## src/rtl/sha256_id_issue.sv

```systemverilog
// Issues sequential 6-bit packet IDs to the SHA-256 config synchroniser and
// tracks in-order returns against a credit limit, flagging bad returns.
module sha256_id_issue #(
  parameter int MAX_OUTSTANDING = 8
) (
  input  logic       clk,
  input  logic       nrst,
  input  logic       en,
  input  logic       sync_rst,
  output logic [5:0] id_out,
  output logic       id_out_last,
  output logic       id_out_valid,
  input  logic       id_out_ready,
  input  logic [5:0] id_ret,
  input  logic       id_ret_valid,
  output logic       id_ret_ready,
  output logic [6:0] outstanding,
  output logic       id_err
);

  // Handshakes: a beat transfers on a rising edge where valid & ready are both
  // high; once raised, id_out_valid and id_out stay put until that transfer.
  localparam logic [6:0] MAX_CREDITS = 7'(MAX_OUTSTANDING);

  logic [5:0] exp_ret;
  logic       issue;
  logic       ret;
  logic       accepted_ret;
  logic [6:0] outstanding_nxt;
  logic       valid_nxt;

  assign id_ret_ready    = en;
  assign issue           = id_out_valid & id_out_ready;
  assign ret             = id_ret_valid & id_ret_ready;
  assign accepted_ret    = ret & (outstanding != 7'd0);
  assign outstanding_nxt = outstanding + {6'd0, issue} - {6'd0, accepted_ret};
  assign valid_nxt       = (id_out_valid & ~issue) | (en & (outstanding_nxt < MAX_CREDITS));

  // id_out doubles as the next-ID register: it only advances on an issue.
  always_ff @(posedge clk or negedge nrst) begin
    if (!nrst) begin
      id_out       <= 6'd0;
      id_out_last  <= 1'b0;
      id_out_valid <= 1'b0;
      outstanding  <= 7'd0;
      id_err       <= 1'b0;
      exp_ret      <= 6'd0;
    end else if (sync_rst) begin
      id_out       <= 6'd0;
      id_out_last  <= 1'b0;
      id_out_valid <= 1'b0;
      outstanding  <= 7'd0;
      id_err       <= 1'b0;
      exp_ret      <= 6'd0;
    end else begin
      outstanding  <= outstanding_nxt;
      id_out_valid <= valid_nxt;
      id_out_last  <= valid_nxt;
      if (issue) id_out <= id_out + 6'd1;
      // A mismatched return still consumes its slot so later IDs realign.
      if (accepted_ret) begin
        if (id_ret != exp_ret) id_err <= 1'b1;
        exp_ret <= exp_ret + 6'd1;
      end else if (ret) begin
        id_err <= 1'b1;
      end
    end
  end

endmodule
```

## config.mk

```make
export PLATFORM = sky130hd
export DESIGN_NAME = sha256_id_issue
export DESIGN_NICKNAME = d
export VERILOG_FILES = /design/src/rtl/sha256_id_issue.sv
export SDC_FILE = /design/constraint.sdc
export NUM_CORES = 1
export LEC_CHECK = 0
export CAP_MARGIN = 30
export CORE_MARGIN = 4
export CORE_UTILIZATION = 53
export DETAILED_ROUTE_END_ITERATION = 10
export GPL_TIMING_DRIVEN = 0
export HOLD_SLACK_MARGIN = 0.05
export PLACE_DENSITY = 0.91
export SYNTH_ARGS = -nofsm -noshare
export SYNTH_HDL_FRONTEND = slang
export SYNTH_SLANG_ARGS = --single-unit
```

## constraint.sdc

```tcl
create_clock -name clk -period 5.2 [get_ports clk]
set_input_delay 0.52 -clock clk [delete_from_list [all_inputs] [get_ports clk]]
set_output_delay 0.52 -clock clk [all_outputs]
set_load 0.1 [all_outputs]
```

==> results.sh <==
export IMPL_yosysUniqueCellTypes=32
export IMPL_cts_clk_slew_worst_paths_ps=120
export IMPL_share_seq_of_total_power_pct=24.8
export IMPL_worstReg2RegEnd="id_out_valid"
export IMPL_clock_power_share_pct=8.8
export IMPL_maxCapViolCount=0
export IMPL_num_nets_final=184
export IMPL_post_route_cells_drive_above_1_share_pct=6.88
export IMPL_cts_made_buffers=3
export IMPL_outcome="finished clean"
export IMPL_combinational_share_of_power_pct=66.3
export IMPL_totalNegativeSetupSlack_ps=0
export IMPL_pre_cts_slack_ps=1800
export IMPL_ff_to_ff_setup_slack_ps=2010
export IMPL_synth_mux_area_fraction_pct=0.792
export IMPL_grt_overflow_total=0
export IMPL_ys_warnings_count=0
export IMPL_timing_final_setup_violations=0
export IMPL_root_buffer="sky130_fd_sc_hd__clkbuf_4"
export IMPL_initial_core_util_pct=56.6
export IMPL_vias_in_the_first_global_route=1083
export IMPL_grt_total_usage_pct=18.8
export IMPL_compound_gate_portion_of_the_synthesized_area_pct=9.31
export IMPL_power_net_switching_mw=0.483
export IMPL_totalWireLength_um=2710
export IMPL_finalWorstSetupSlack_ps=2010
export IMPL_worst_setup_path_end_kind="flip-flop"
export IMPL_timing_final_crit_period_ps=3190
export IMPL_power_share_switching_pct=53.7
export IMPL_die_area_um2=3230
export IMPL_cts_htree_levels=1
export IMPL_finalNonFillerCells=188
export IMPL_finalHoldViolations=0
export IMPL_die_x_um=56.8
export IMPL_synthFlopType="sky130_fd_sc_hd__dfrtp_1"
export IMPL_postSynthRegisterBits=21
export IMPL_max_freq_mhz=314
export IMPL_die_h_um=56.8
export IMPL_worstPathArrival_ps=3430
export IMPL_synth_simple_area_share_pct=17.8
export IMPL_synth_cells=127
export IMPL_postCtsSetupBuffers=0
export IMPL_detail_route_wl_per_cell_um=14.4
export IMPL_synth_async_reset_ratio_pct=100
export IMPL_detail_route_antenna_nets=0
export IMPL_dpl_cell_count=183
export IMPL_synthesis_nets=150
export IMPL_critical_path_peak_fanout=6
export IMPL_hp_class="in -> async"
export IMPL_power_ir_vdd_worst_v=0.000484
export IMPL_synth_sequential_area_ratio_pct=41.6
export IMPL_timing_worst_slew_pin_value_ps=982
export IMPL_rsz0062_at_grt="false"
export IMPL_clock_sinks=21
export IMPL_maxSlewViolCount=0
export IMPL_vias_per_cell=5.29
export IMPL_place_gp_congestion=0.861
export IMPL_maximum_count_of_clock_buffers_along_a_single_path=2
export IMPL_netlist_area_um2=1260
export IMPL_cell_internal_pwr_mw=0.416
export IMPL_crit_reg2reg_launch="outstanding[3]"
export IMPL_synth_top_family_by_area="simple AND/OR/NAND/NOR gates"
export IMPL_count_of_flip_flops_with_a_built_in_enable_after_synthesis=0
export IMPL_cellPowerDensity_nw_per_um2=555
export IMPL_layout_common_cells="sky130_fd_sc_hd__clkdlybuf4s50_1 (28), sky130_fd_sc_hd__nor2_1 (21), sky130_fd_sc_hd__dfrtp_1 (21)"
export IMPL_timing_clock_skew_ps=2.56
export IMPL_setup_worst_path_class="reg -> reg"
export IMPL_clkLatencyLatePin_ps=300
export IMPL_final_min_period_over_clock_period_pct=61.3
export IMPL_number_of_vias_in_the_routed_layout=994
export IMPL_depth_of_the_worst_register_to_register_path=13
export IMPL_place_hpwl_um=2140
export IMPL_synth_adder_area_share_pct=11.5
export IMPL_detail_route_drc_violations=0
export IMPL_top_level_ports=29
export IMPL_worst_ep_required_time_ps=5450
export IMPL_cts_repair_resize_count=0
export IMPL_syn_mean_instance_area_um2=9.95
export IMPL_coreArea_um2=2230
export IMPL_clock_tree_from_tritoncts="done"
export IMPL_port_buffer_count=28
export IMPL_detail_route_iter0_violations=14
export IMPL_row_count=17
export IMPL_synth_xor_area_share_pct=14.6
export IMPL_relative_slew_margins_pct=34.3
export IMPL_cts_hold_fix_buffers=0
export IMPL_power_leakage_nw=0.743
export IMPL_number_of_antenna_violations_at_the_first_check_in_global_routing=0
export IMPL_grt_max_degree=22
export IMPL_layout_commonest_cell="sky130_fd_sc_hd__clkdlybuf4s50_1"
export IMPL_timing_critical_path_from_type="flip-flop"
export IMPL_syn_to_final_growth_pct=28.0
export IMPL_wire_length_of_the_first_global_routing_pass_um=4800
export IMPL_power_mw=0.898
export IMPL_antenna_cells=0
export IMPL_drtPass1Iterations=3
## critical path: stages, from the launching register on
cell and delay [ps]:
sky130_fd_sc_hd__dfrtp_1 420, sky130_fd_sc_hd__inv_1 90, sky130_fd_sc_hd__ha_1 140, sky130_fd_sc_hd__nor4b_2 350, sky130_fd_sc_hd__a21oi_2 200, sky130_fd_sc_hd__xnor2_1 200, sky130_fd_sc_hd__ha_1 210, sky130_fd_sc_hd__inv_1 60
sky130_fd_sc_hd__fa_1 390, sky130_fd_sc_hd__nor2b_1 230, sky130_fd_sc_hd__o311a_1 240, sky130_fd_sc_hd__o32ai_1 100, sky130_fd_sc_hd__a311oi_2 280, sky130_fd_sc_hd__a32o_1 230
## final cells by class
class	count	area (µm²)
well taps	28	35.0
fillers	166	616
inverters	9	33.8
flip-flops and latches	21	526
multi-input cells	93	682
repair buffers	29	292
clock inverters	1	5.00
clock buffers	3	22.5
plain buffers	4	22.5
## per-stage QoR
| step | instance area [µm²] | util [%] | hold WS [ps] |
|---|---|---|---|
| finish | 1620 | 72.4 | 444 |
| global route | 1620 | 72.4 | 450 |
| CTS | 1610 | 71.9 | 560 |
| detailed placement | 1580 | 70.7 | 532 |
| global placement | 1580 | 70.7 | 478 |
| floorplan | 1260 | - | 224 |
## power by group through the flow
| stage | Clock, mW | Combinational (mW) | Sequential, mW |
|---|---|---|---|
| floorplan | 0 | 0.284 | 0.402 |
| global placement | 0 | 0.574 | 0.225 |
| detailed placement | 0 | 0.593 | 0.226 |
| CTS | 0.0814 | 0.596 | 0.223 |
| global route | 0.0900 | 0.634 | 0.228 |
| finish | 0.0795 | 0.596 | 0.223 |
## Yosys cell counts, types with 2 or more instances
master	count	area share (%)
sky130_fd_sc_hd__a21oi_1	3	1.2
sky130_fd_sc_hd__xor2_1	15	10
sky130_fd_sc_hd__nand4_1	3	1.5
sky130_fd_sc_hd__and3_1	2	0.99
sky130_fd_sc_hd__inv_1	9	2.7
sky130_fd_sc_hd__buf_4	2	1.2
sky130_fd_sc_hd__a211oi_1	2	1.2
sky130_fd_sc_hd__ha_1	10	9.9
sky130_fd_sc_hd__clkbuf_1	2	0.59
sky130_fd_sc_hd__nor2b_1	4	2.0
sky130_fd_sc_hd__nand2_1	8	2.4
sky130_fd_sc_hd__nor2_1	21	6.2
sky130_fd_sc_hd__xnor2_1	6	4.2
sky130_fd_sc_hd__o31ai_1	2	1.2
sky130_fd_sc_hd__dfrtp_1	21	42
## logic make-up (layout without fill, tap and decap cells)
logic type	Yosys count	after routing
compound gates	14	14
xor+xnor	21	21
buf+inv	13	46
fa+ha+maj	11	11
flops	21	21
simple gates	46	46
mux	1	1
## layer usage
metal  up-vias  GRT usage [%]  wire length [µm]
li1        494              -                 -
met1       480           23.2              1220
met2        18           32.7              1380
met3         2           3.91               103
met4         0           5.63                17
met5         -              0                 0
## sequential cells by signal, indices dropped and copies added, names as in the netlist
register,flops
outstanding,7
exp_ret,6
id_out_valid,1
id_err,1
id_out,6
## worst max-delay path by stage
stage	slack [ps]	end	from	cells past startpoint
after floorplan	1700	id_out_valid	outstanding[2]	13
after global placement	1890	id_out_valid	en	12
after detailed placement	1800	id_out_valid	en	12
after CTS	2010	id_out_valid	outstanding[3]	13
after global routing	1810	id_out_valid	outstanding[2]	13
final	2010	id_out_valid	outstanding[3]	13
Note: power is estimated with default switching activity, not from simulation.
